==> src/rtl/pipo_univ_shift.sv <==
// pipo_univ_shift: WIDTH-generic parallel-in/parallel-out register with
// hold/load/shift/rotate/arithmetic-shift/clear modes, serial in/out and a
// multi-cycle burst-shift engine with busy/done handshake.
// Optional feature macro: PIPO_PARITY_EN (adds in_par, parity, par_err).
module pipo_univ_shift #(
    parameter int WIDTH = 8,
    parameter int CNT_W = 4
) (
    input  logic             clk,
    input  logic             rst,
    input  logic             en,
    input  logic [2:0]       mode,
    input  logic             start,
    input  logic [CNT_W-1:0] burst_len,
    input  logic [WIDTH-1:0] in,
    input  logic             sin_l,
    input  logic             sin_r,
`ifdef PIPO_PARITY_EN
    input  logic             in_par,
    output logic             parity,
    output logic             par_err,
`endif
    output logic [WIDTH-1:0] q,
    output logic             sout_l,
    output logic             sout_r,
    output logic             busy,
    output logic             done
);

    localparam logic [2:0] MODE_HOLD = 3'd0;
    localparam logic [2:0] MODE_LOAD = 3'd1;
    localparam logic [2:0] MODE_SHL  = 3'd2;
    localparam logic [2:0] MODE_SHR  = 3'd3;
    localparam logic [2:0] MODE_ROTL = 3'd4;
    localparam logic [2:0] MODE_ROTR = 3'd5;
    localparam logic [2:0] MODE_ASR  = 3'd6;
    localparam logic [2:0] MODE_CLR  = 3'd7;

    localparam logic [CNT_W-1:0] CNT_ZERO = {CNT_W{1'b0}};
    localparam logic [CNT_W-1:0] CNT_ONE  = {{(CNT_W-1){1'b0}}, 1'b1};
    localparam logic [WIDTH-1:0] Q_ZERO   = {WIDTH{1'b0}};

    typedef enum logic {
        IDLE  = 1'b0,
        BURST = 1'b1
    } state_t;

    // One application of an operation to the register contents.
    function automatic logic [WIDTH-1:0] step_f(
        input logic [2:0]       op,
        input logic [WIDTH-1:0] d,
        input logic [WIDTH-1:0] ld,
        input logic             sl,
        input logic             sr
    );
        logic [WIDTH-1:0] r;
        case (op)
            MODE_HOLD: r = d;
            MODE_LOAD: r = ld;
            MODE_SHL:  r = {d[WIDTH-2:0], sl};
            MODE_SHR:  r = {sr, d[WIDTH-1:1]};
            MODE_ROTL: r = {d[WIDTH-2:0], d[WIDTH-1]};
            MODE_ROTR: r = {d[0], d[WIDTH-1:1]};
            MODE_ASR:  r = {d[WIDTH-1], d[WIDTH-1:1]};
            MODE_CLR:  r = Q_ZERO;
            default:   r = d;
        endcase
        return r;
    endfunction

    // Shift-class modes are the only ones that can run as a burst.
    function automatic logic is_shift_f(input logic [2:0] op);
        return (op >= MODE_SHL) && (op <= MODE_ASR);
    endfunction

    // Even parity over a data word.
    function automatic logic parity_f(input logic [WIDTH-1:0] d);
        return ^d;
    endfunction

    state_t           state_r, state_nxt_s;
    logic [WIDTH-1:0] q_r, q_nxt_s;
    logic [CNT_W-1:0] cnt_r, cnt_nxt_s;
    logic [2:0]       op_r, op_nxt_s;
    logic             busy_r, busy_nxt_s;
    logic             done_r, done_nxt_s;
`ifdef PIPO_PARITY_EN
    logic             par_err_r, par_err_nxt_s;
`endif

    // Next-state decode: single steps in IDLE, latched op repeated in BURST.
    always_comb begin
        q_nxt_s     = q_r;
        state_nxt_s = state_r;
        cnt_nxt_s   = cnt_r;
        op_nxt_s    = op_r;
        busy_nxt_s  = busy_r;
        done_nxt_s  = 1'b0;
`ifdef PIPO_PARITY_EN
        par_err_nxt_s = 1'b0;
`endif
        if (en) begin
            case (state_r)
                IDLE: begin
                    if (start && is_shift_f(mode)) begin
                        if (burst_len == CNT_ZERO) begin
                            // Empty burst: complete immediately, data untouched.
                            done_nxt_s = 1'b1;
                        end else begin
                            q_nxt_s   = step_f(mode, q_r, in, sin_l, sin_r);
                            op_nxt_s  = mode;
                            cnt_nxt_s = burst_len - CNT_ONE;
                            if (burst_len == CNT_ONE) begin
                                done_nxt_s = 1'b1;
                            end else begin
                                state_nxt_s = BURST;
                                busy_nxt_s  = 1'b1;
                            end
                        end
                    end else begin
                        q_nxt_s = step_f(mode, q_r, in, sin_l, sin_r);
`ifdef PIPO_PARITY_EN
                        if (mode == MODE_LOAD) begin
                            par_err_nxt_s = parity_f(in) ^ in_par;
                        end else begin
                            par_err_nxt_s = 1'b0;
                        end
`endif
                    end
                end
                BURST: begin
                    q_nxt_s   = step_f(op_r, q_r, in, sin_l, sin_r);
                    cnt_nxt_s = cnt_r - CNT_ONE;
                    if (cnt_r == CNT_ONE) begin
                        state_nxt_s = IDLE;
                        busy_nxt_s  = 1'b0;
                        done_nxt_s  = 1'b1;
                    end else begin
                        state_nxt_s = BURST;
                    end
                end
                default: begin
                    state_nxt_s = IDLE;
                    busy_nxt_s  = 1'b0;
                end
            endcase
        end else begin
            // Clock enable low: everything except the done pulse holds.
            state_nxt_s = state_r;
        end
    end

    // State registers with asynchronous reset.
    always_ff @(posedge clk or posedge rst) begin
        if (rst) begin
            state_r <= IDLE;
            q_r     <= Q_ZERO;
            cnt_r   <= CNT_ZERO;
            op_r    <= MODE_HOLD;
            busy_r  <= 1'b0;
            done_r  <= 1'b0;
`ifdef PIPO_PARITY_EN
            par_err_r <= 1'b0;
`endif
        end else begin
            state_r <= state_nxt_s;
            q_r     <= q_nxt_s;
            cnt_r   <= cnt_nxt_s;
            op_r    <= op_nxt_s;
            busy_r  <= busy_nxt_s;
            done_r  <= done_nxt_s;
`ifdef PIPO_PARITY_EN
            par_err_r <= par_err_nxt_s;
`endif
        end
    end

    assign q      = q_r;
    assign busy   = busy_r;
    assign done   = done_r;
    assign sout_l = q_r[WIDTH-1];
    assign sout_r = q_r[0];
`ifdef PIPO_PARITY_EN
    assign parity  = parity_f(q_r);
    assign par_err = par_err_r;
`endif

endmodule

==> config.mk <==
export PLATFORM = sky130hd
export DESIGN_NAME = pipo_univ_shift
export DESIGN_NICKNAME = d
export VERILOG_FILES = /design/src/rtl/pipo_univ_shift.sv
export SDC_FILE = /design/constraint.sdc
export NUM_CORES = 1
export LEC_CHECK = 0
export ABC_CLOCK_PERIOD_IN_PS = 1500
export CAP_MARGIN = 10
export CORE_MARGIN = 3
export CORE_UTILIZATION = 47
export CTS_CLUSTER_DIAMETER = 150
export CTS_CLUSTER_SIZE = 25
export DETAILED_ROUTE_END_ITERATION = 8
export PLACE_DENSITY = 0.76
export SLEW_MARGIN = 20
export SYNTH_ARGS = -nofsm -noshare
export SYNTH_HDL_FRONTEND = slang
export SYNTH_SLANG_ARGS = --single-unit
==> constraint.sdc <==
create_clock -name clk -period 1.5 [get_ports clk]
set_clock_uncertainty 0.05 [all_clocks]
set_input_delay 0.45 -clock clk [delete_from_list [all_inputs] [get_ports clk]]
set_output_delay 0.45 -clock clk [all_outputs]
set_load 0.02 [all_outputs]
# [Word-level counts from Yosys, hierarchy flattened]
# Index checks and enable logic that the tools add are counted.
[op_classes] add_sub_neg=2 bitwise_logic=2 order_cmp=2 mux=24 eq_ne=23 n_reduce_logical=10
[op_table] op="8-bit case mux with 8 select lines" n=1
[op_table] op="8-bit case mux with 7 select lines" n=1
[op_table] op="3-bit equality test (second input constant)" n=8
[op_table] op="8-bit two-way mux" n=2
[op_table] op="8-bit case mux with 2 select lines" n=1
[op_table] op="1-bit two-way mux" n=13
[op_table] op="3-bit by 2-bit equality test with 1-bit output (second input constant)" n=4
[op_table] op="2-bit != test (second input constant)" n=5
[op_table] op="4-bit by 1-bit equality test with 1-bit output (second input constant)" n=2
[op_table] op="4-bit two-way mux" n=2
[op_table] op="4-bit case mux with 2 select lines" n=1
[op_table] op="4-bit AND reduction" n=2
[op_table] op="4-bit by 1-bit subtractor with 4-bit output (second input constant)" n=2
[op_table] op="3-bit by 1-bit equality test with 1-bit output (second input constant)" n=2
[op_table] op="3-bit logical NOT" n=2
[op_table] op="1-bit case mux with 2 select lines" n=3
[op_table] op="3-bit AND reduction" n=2
[op_table] op="5-bit AND reduction" n=1
[op_table] op="4-bit logical NOT" n=1
[op_table] op="3-bit by 2-bit greater-or-equal comparator with 1-bit output (second input constant)" n=1
[op_table] op="3-bit <= comparator (second input constant)" n=1
[op_table] op="3-bit != test (second input constant)" n=1
[op_table] op="1-bit logical AND" n=2
[op_table] op="2-bit by 1-bit != test with 1-bit output (second input constant)" n=1
[op_table] op="1-bit inverter" n=2
[totals] word_cells=70 output_inout_bits=12 input_bits=21 reg_bits=18

# [Longest topological paths before layout]
# Gate-level depths: netlist of the first run.
[depth] word_depth=6 mapped_depth=7 mapped_depth_nobuf=7

# [Worst setup path before layout of the first run]
# No wires, ideal clock.
[synth_timing] path_type="input-to-reg" startpoint="input port burst_len[0]" endpoint="register q_r[1] (netlist: q[1])" required_ns=1.325 slack_ns=-0.463 arrival_ns=1.789 path_buffers=0 setup_time_ns=0.125 stages=7 path_cell_list="inv_1 ha_1 nor3b_4 a21oi_2 a211oi_2 a211oi_4 mux2_2"
[synth_between] elab_chain_cells=3
[synth_lines] item="from (decl)" line_no="14" text="input logic [CNT_W-1:0] burst_len,"
[synth_lines] item="4-bit logical NOT" line_no="106" text="if (burst_len == CNT_ZERO) begin"
[synth_lines] item="3-bit != test (no line)"
[synth_lines] item="3-bit AND reduction (no line)"
[synth_lines] item="to (signal assigned)" line_no="167" text="q_r <= q_nxt_s;"
[synth_lines] item="to (decl)" line_no="82" text="logic [WIDTH-1:0] q_r, q_nxt_s;"
# Every way passes these cells.
# A chain may end at the register's enable or synchronous reset.

# [Final worst setup path of the first run]
[layout_timing] startpoint="register q_r[4] (netlist: q[4])" endpoint="register q_r[3] (netlist: q[3])"
[layout_between] elab_chain_cells=4 word_cells_on_any_way=5 cone_classes="mux: 5"
[layout_lines] item="8-bit case mux with 8 select lines" line_no="57" text="case (op)"
[layout_lines] item="8-bit two-way mux" line_no="106"
[layout_lines] item="8-bit two-way mux" line_no="105" text="if (start && is_shift_f(mode)) begin"
[layout_lines] item="8-bit case mux with 2 select lines (*)" line_no="103" text="case (state_r)"
# Every way passes the cells marked *; elsewhere a longest branch is shown, timed or not. The select of a mux whose other input is x is not followed.

==> run summary, run 1 <==
DRT Wirelength -> 6440 um
xor-xnor portion of the synthesized cell area -> 2.63%
adder-cell area share of the yosys netlist -> 2.92%
Slowest cell on crit path -> dfrtp_2
GPL Wtd Cong -> 0.956
total power -> 5.15 mW
max incr delay on CP -> 0.49 ns
Worst-Skew Late Latency -> 0.33 ns
initial antenna violation count -> 0
vias in the first global route -> 1915
Die ar. -> 0.00440 mm2
Slew @ Worst Pin -> 0.336 ns
num rows -> 21
crit-path leading delay family -> compound AO/OA/AOI/OAI gates
startpoint class of the critical path -> flop
diode count -> 0
Max-slew headroom -> 77.6%
RSZ-0062 raised after global routing -> yes
I/O Pins -> 33
Syn Nets -> 224
Critical Path Fanout Max -> 7
WL/cell -> 19.5 um
starting density of the core -> 50.1%
kind of critical path -> flop to flop
most common library cell in the layout ignoring fill and taps -> buf_4
Worst IR Drop VDD -> 1240 uV
status -> complete, but fails checks
Antenna Nets Post-Route -> 0
Critical R2R Launch -> q[4]
crit path time final -> 1.78 ns
number of cells on the worst reg-to-reg path -> 5
register area share after synthesis -> 26.3%
Synth warnings -> 0
Setup crit start -> q[4]
Die H -> 66.4 um
synth unique cells -> 48
final hold viol count -> 0
most frequent cells in the layout -> 48 x buf_4, 25 x nand2_1, 18 x buf_6
initial DRC count -> 176
post-route cell area -> 0.00276 mm2
Area Overhead vs Synth -> 61.3%
Clock transition at path regs -> 0.13 ns
Compound-Gate Fraction of Synth Area -> 27.8%
grt total ovfl -> 0
detailed placement HPWL -> 3930 um
R2R Setup Slk -> -0.28 ns
Core Region -> 0.00342 mm2
CTS tree -> yes
Placed Area -> 0.00245 mm2
Pre-antenna DRT Iters -> 6
main combinational cell family by area after synthesis -> compound AO/OA/AOI/OAI gates
simple-gate area share of the yosys netlist -> 18.4%
setup_tns -> -1.23 ns
Filler cells -> 200
Final Setup Violations -> 14
Req. time, crit path -> 1.68 ns
CTS buffer count -> 3
mux contribution to synthesized area -> 12.9%
Slew Limit Fails -> 0
static leakage -> 1.21 nW
fmax -> 0.560 GHz
pwr/cell area -> 1860 mW/mm2
reg-to-reg critical path endpoint -> q[3]
CP endpoint kind -> flop
crit path cell chain -> mux2_2 -> a221o_1 -> o21ai_0 -> o22ai_1 -> mux2_4
port bufs -> 32
clk buf depth -> 2
Hold/Removal Path Class -> input port to async pin
largest net degree at the start of global routing -> 19
Root Buffer -> clkbuf_4
Tcrit/Tclk final -> 119%
post-synthesis cell area -> 0.00171 mm2
hold_buf cts -> 0
global-route usage over all layers -> 28.2%
failing checks -> setup timing
via count -> 2080
max-cap viol count -> 0
DRC -> 0
clock sink count -> 18
WP buf/inv -> 0
first-pass GRT wire length -> 9320 um
Critical Path AT -> 1.97 ns
fraction of layout cells with a size suffix above 1 -> 50.9%
via/cell ratio -> 6.28
syn avg cell area -> 8.61 um2
#FFs+latches synth -> 18
final net count -> 311
Fin Hold WS -> 0.377 ns
Cells after Synth -> 199
Die Width -> 66.4 um
final setup margin -> -0.285 ns
H-Tree Depth -> 1
-- cell families after synthesis --
kind of cell	Yosys count
AOI/OAI and AO/OA	69
xor gates and xnor gates	3
adders and majority gates	4
buffers and inverters	27
DFF	18
muxes	20
and+or+nand+nor	58
-- flip-flops by register name, summed over array words and instances, names as in the netlist --
name / count
op_r: 3
busy: 1
cnt_r: 4
done: 1
state_r: 1
q: 8
-- worst reg2reg max path: cells and delay by family (launching register included) --
family         cells  cell delay [ns]
AO/OA/AOI/OAI      3             0.59
multiplexers       2             0.56
flip-flops         1             0.49
-- final cells by class --
class	count	area (um2)	area share, %
multi-input cells	154	1280	46.4
repair buffers	97	862	31.2
flip-flops and latches	18	458	16.6
inverters	12	66.3	2.40
well taps	46	57.6	2.08
clock buffers	4	36.3	1.31
-- per-stage QoR --
step | setup WS, ns | util, % | std cells
final | -0.285 | 80.9 | 331
after global routing | -0.294 | 80.9 | 331
after CTS | -0.152 | 75.3 | 323
after detailed placement | -1.03 | 71.8 | 313
after global placement | -0.953 | 71.8 | 313
after floorplan | -0.336 | - | 199
-- cells in the mapped netlist, drive strengths merged --
cell | number | area, um2
buf | 8 | 63.8
and3b | 1 | 8.76
a31oi | 3 | 18.8
or2 | 1 | 6.26
dfrtp | 18 | 450
nor4 | 1 | 6.26
nand2 | 25 | 93.8
o21a | 1 | 7.51
a32oi | 2 | 17.5
o31ai | 1 | 7.51
xnor2 | 3 | 45.1
a22oi | 1 | 7.51
nor3b | 5 | 48.8
mux2i | 3 | 30.0
clkbuf | 7 | 46.3
o2bb2ai | 1 | 8.76
nand3b | 2 | 15.0
o221a | 2 | 22.5
nor2 | 10 | 42.5
a21oi | 13 | 68.8
clkinv | 1 | 3.75
ha | 4 | 50.1
a221oi | 4 | 35.0
nor4b | 2 | 32.5
and2b | 1 | 10.0
o21ai | 20 | 100
nor2b | 1 | 6.26
a221o | 5 | 50.1
nor3 | 4 | 20.0
inv | 11 | 41.3
a31o | 1 | 8.76
o22ai | 7 | 43.8
o221ai | 1 | 8.76
nand3 | 5 | 25.0
mux2 | 17 | 191
a211oi | 5 | 55.1
o211ai | 2 | 15.0
-- what timing repair did --
| action | CTS | global route |
|---|---|---|
| setup endpoints to repair | 30 | 24 |
| setup buffers | 7 | 8 |
| gates resized for setup | 102 | 43 |
| pin swaps | 16 | 16 |
-- routing by layer --
| metal | global-route usage, % | up-vias | part of all wire [%] |
|---|---|---|---|
| li1 | - | 919 | - |
| met3 | 4.59 | 30 | 9.0 |
| met5 | 0 | - | 0 |
| met4 | 10.9 | 0 | 3.4 |
| met1 | 36.8 | 992 | 39 |
| met2 | 46.2 | 139 | 48 |
-- worst max path at each step --
stage / to / slack [ns] / depth (start not counted)
6_report: q[3] / -0.28 / 5
3_5_place_dp: cnt_r[3] / -1.03 / 9
2_1_floorplan: q[1] / -0.34 / 7
4_1_cts: q[2] / -0.15 / 9
5_1_grt: q[3] / -0.29 / 5
3_3_place_gp: q[2] / -0.95 / 9
-- report_power, final --
| group | internal [mW] | switching [mW] | leakage [nW] |
|---|---|---|---|
| Combinational | 1.96 | 1.77 | 0.983 |
| Sequential | 0.734 | 0.335 | 0.209 |
| Clock | 0.149 | 0.197 | 0.0210 |
| Total | 2.84 | 2.30 | 1.21 |
No activity file was read; power rests on OpenSTA's default activity.
==> inputs of run 2 (changes only) <==
ABC_CLOCK_PERIOD_IN_PS = 1600   (was 1500)
clock period = 1.6 ns   (was 1.5 ns; I/O delays follow)
==> run summary, run 2 (synthesis gave the netlist of run 1 again) <==
clock sink count -> 18 (unchanged)
failing checks -> setup timing
Fin Hold WS -> 0.437 ns (+0.0593 ns)
final hold viol count -> 0 (unchanged)
Critical Path Fanout Max -> 7 (unchanged)
most common library cell in the layout ignoring fill and taps -> buf_4
CTS tree -> yes
WL/cell -> 17.3 um (-11%)
most frequent cells in the layout -> 43 x buf_4, 25 x nand2_1, 12 x o21ai_0, 12 x dfrtp_1, 11 x clkdlybuf4s50_1
pwr/cell area -> 1680 mW/mm2 (-9.7%)
hold_buf cts -> 0 (unchanged)
dpl ws -> -0.938 ns (+0.0932 ns)
Die ar. -> 0.00440 mm2 (unchanged)
Core Region -> 0.00342 mm2 (unchanged)
crit path time final -> 1.69 ns (-0.0921 ns)
first-pass GRT wire length -> 8500 um (-8.7%)
max-cap viol count -> 0 (unchanged)
static leakage -> 1.13 nW (-6.8%)
most used cell, CP -> mux2_4
crit-path leading delay family -> multiplexers
largest net degree at the start of global routing -> 19 (unchanged)
initial antenna violation count -> 0 (unchanged)
via count -> 1978 (-4.9%)
max incr delay on CP -> 0.47 ns (-0.02 ns)
Placed Area -> 0.00243 mm2 (-0.92%)
num rows -> 21 (unchanged)
Filler cells -> 226 (+13%)
Root Buffer -> clkbuf_4
Critical Path Stages -> 5 (unchanged)
final net count -> 299 (-3.9%)
setup_tns -> -0.317 ns (+0.915 ns)
Slowest cell on crit path -> dfrtp_2
Hold/Removal Path Class -> input port to async pin
Slew @ Worst Pin -> 0.406 ns (+0.0698 ns)
Die Width -> 66.4 um (unchanged)
H-Tree Depth -> 1 (unchanged)
global-route usage over all layers -> 24.9% (-3.4 points)
Tcrit/Tclk final -> 106% (-13 points)
RSZ-0062 raised after global routing -> yes
Area Overhead vs Synth -> 52.4%
DRC -> 0 (unchanged)
WP buf/inv -> 0 (unchanged)
crit path cell chain -> mux2_4 -> a221o_1 -> o21ai_1 -> o22ai_1 -> mux2_4
Final Setup Violations -> 7 (-7)
starting density of the core -> 50.1% (unchanged)
detailed placement HPWL -> 3960 um (+0.93%)
vias in the first global route -> 1826 (-4.6%)
Max-slew headroom -> 72.9% (-4.7 points)
final setup margin -> -0.0926 ns (+0.192 ns)
startpoint class of the critical path -> flop
Die H -> 66.4 um (unchanged)
Antenna Nets Post-Route -> 0 (unchanged)
via/cell ratio -> 6.20 (-1.3%)
status -> complete, but fails checks
I/O Pins -> 33 (unchanged)
grt total ovfl -> 0 (unchanged)
fraction of layout cells with a size suffix above 1 -> 45.8% (-5.1 points)
port bufs -> 32 (unchanged)
Pre-antenna DRT Iters -> 5 (-1)
clk buf depth -> 2 (unchanged)
number of flip-flops in the largest register -> 8 (unchanged)
CP endpoint kind -> flop
Slew Limit Fails -> 0 (unchanged)
Layout Utilization -> 76.4% (-4.5 points)
fmax -> 0.591 GHz (+5.4%)
DRT Wirelength -> 5530 um (-14%)
post-route cell area -> 0.00261 mm2 (-5.5%)
GPL Wtd Cong -> 0.920 (-3.8%)
Worst-Skew Late Latency -> 0.31 ns (-0.02 ns)
initial DRC count -> 274 (+56%)
kind of critical path -> flop to flop
Worst IR Drop VDD -> 1030 uV (-16%)
CTS buffer count -> 3 (unchanged)
Critical Path AT -> 1.85 ns (-0.12 ns)
Req. time, crit path -> 1.76 ns (+0.08 ns)
diode count -> 0 (unchanged)
number of cells on the worst reg-to-reg path -> 5 (unchanged)
Clock transition at path regs -> 0.11 ns (-0.02 ns)
run 2: through the flow:
stage	instances	total power, mW
4_1_cts	317	4.18
3_5_place_dp	310	3.80
2_1_floorplan	199	2.71
6_report	319	4.39
5_1_grt	319	4.64
3_3_place_gp	310	3.68
run 2: layout make-up:
cell class | instances | area (um2) | area share (%)
well taps | 46 | 57.6 | 2.21
multi-input cells | 154 | 1240 | 47.5
repair buffers | 85 | 748 | 28.7
clock buffers | 4 | 36.3 | 1.39
flip-flops and latches | 18 | 458 | 17.5
inverters | 12 | 71.3 | 2.73
run 2: what timing repair did:
action,4_1_cts,5_1_grt
pin swaps,15,9
buffers inserted,4,3
endpoints found under the setup margin,30,18
gates resized for setup,85,21
run 2: worst paths after layout:
| kind | start | endpoint | slack [ns] |
|---|---|---|---|
| worst max-delay path | q[3] | q[2] | -0.09 |
| worst min-delay path | rst | cnt_r[3] | 0.44 |
| worst max register to register | q[3] | q[2] | -0.09 |
| worst min register to register | busy | busy | 0.45 |
| max in group asynchronous | rst | q[5] | 0.85 |
| min in group clk | busy | busy | 0.45 |
run 2: worst reg2reg max path: stages, from the launching register on:
cell and delay, ns:
dfrtp_2 0.47, mux2_4 0.27, a221o_1 0.31, o21ai_1 0.11, o22ai_1 0.12, mux2_4 0.27
run 2: metal layers:
metal | vias to the layer above | share of wire, % | track usage, % | wire length, um
met5 | - | 0 | 0 | 0
met1 | 928 | 41 | 33.2 | 2250
met4 | 0 | 1.2 | 6.85 | 67
met3 | 15 | 9.9 | 4.76 | 546
met2 | 146 | 48 | 40.6 | 2670
li1 | 889 | - | - | -
run 2: power breakdown:
part,total (mW),internal (mW),leakage (nW),switching (mW)
registers,0.992,0.689,0.209,0.303
clock network,0.298,0.139,0.0210,0.159
logic,3.10,1.61,0.900,1.49
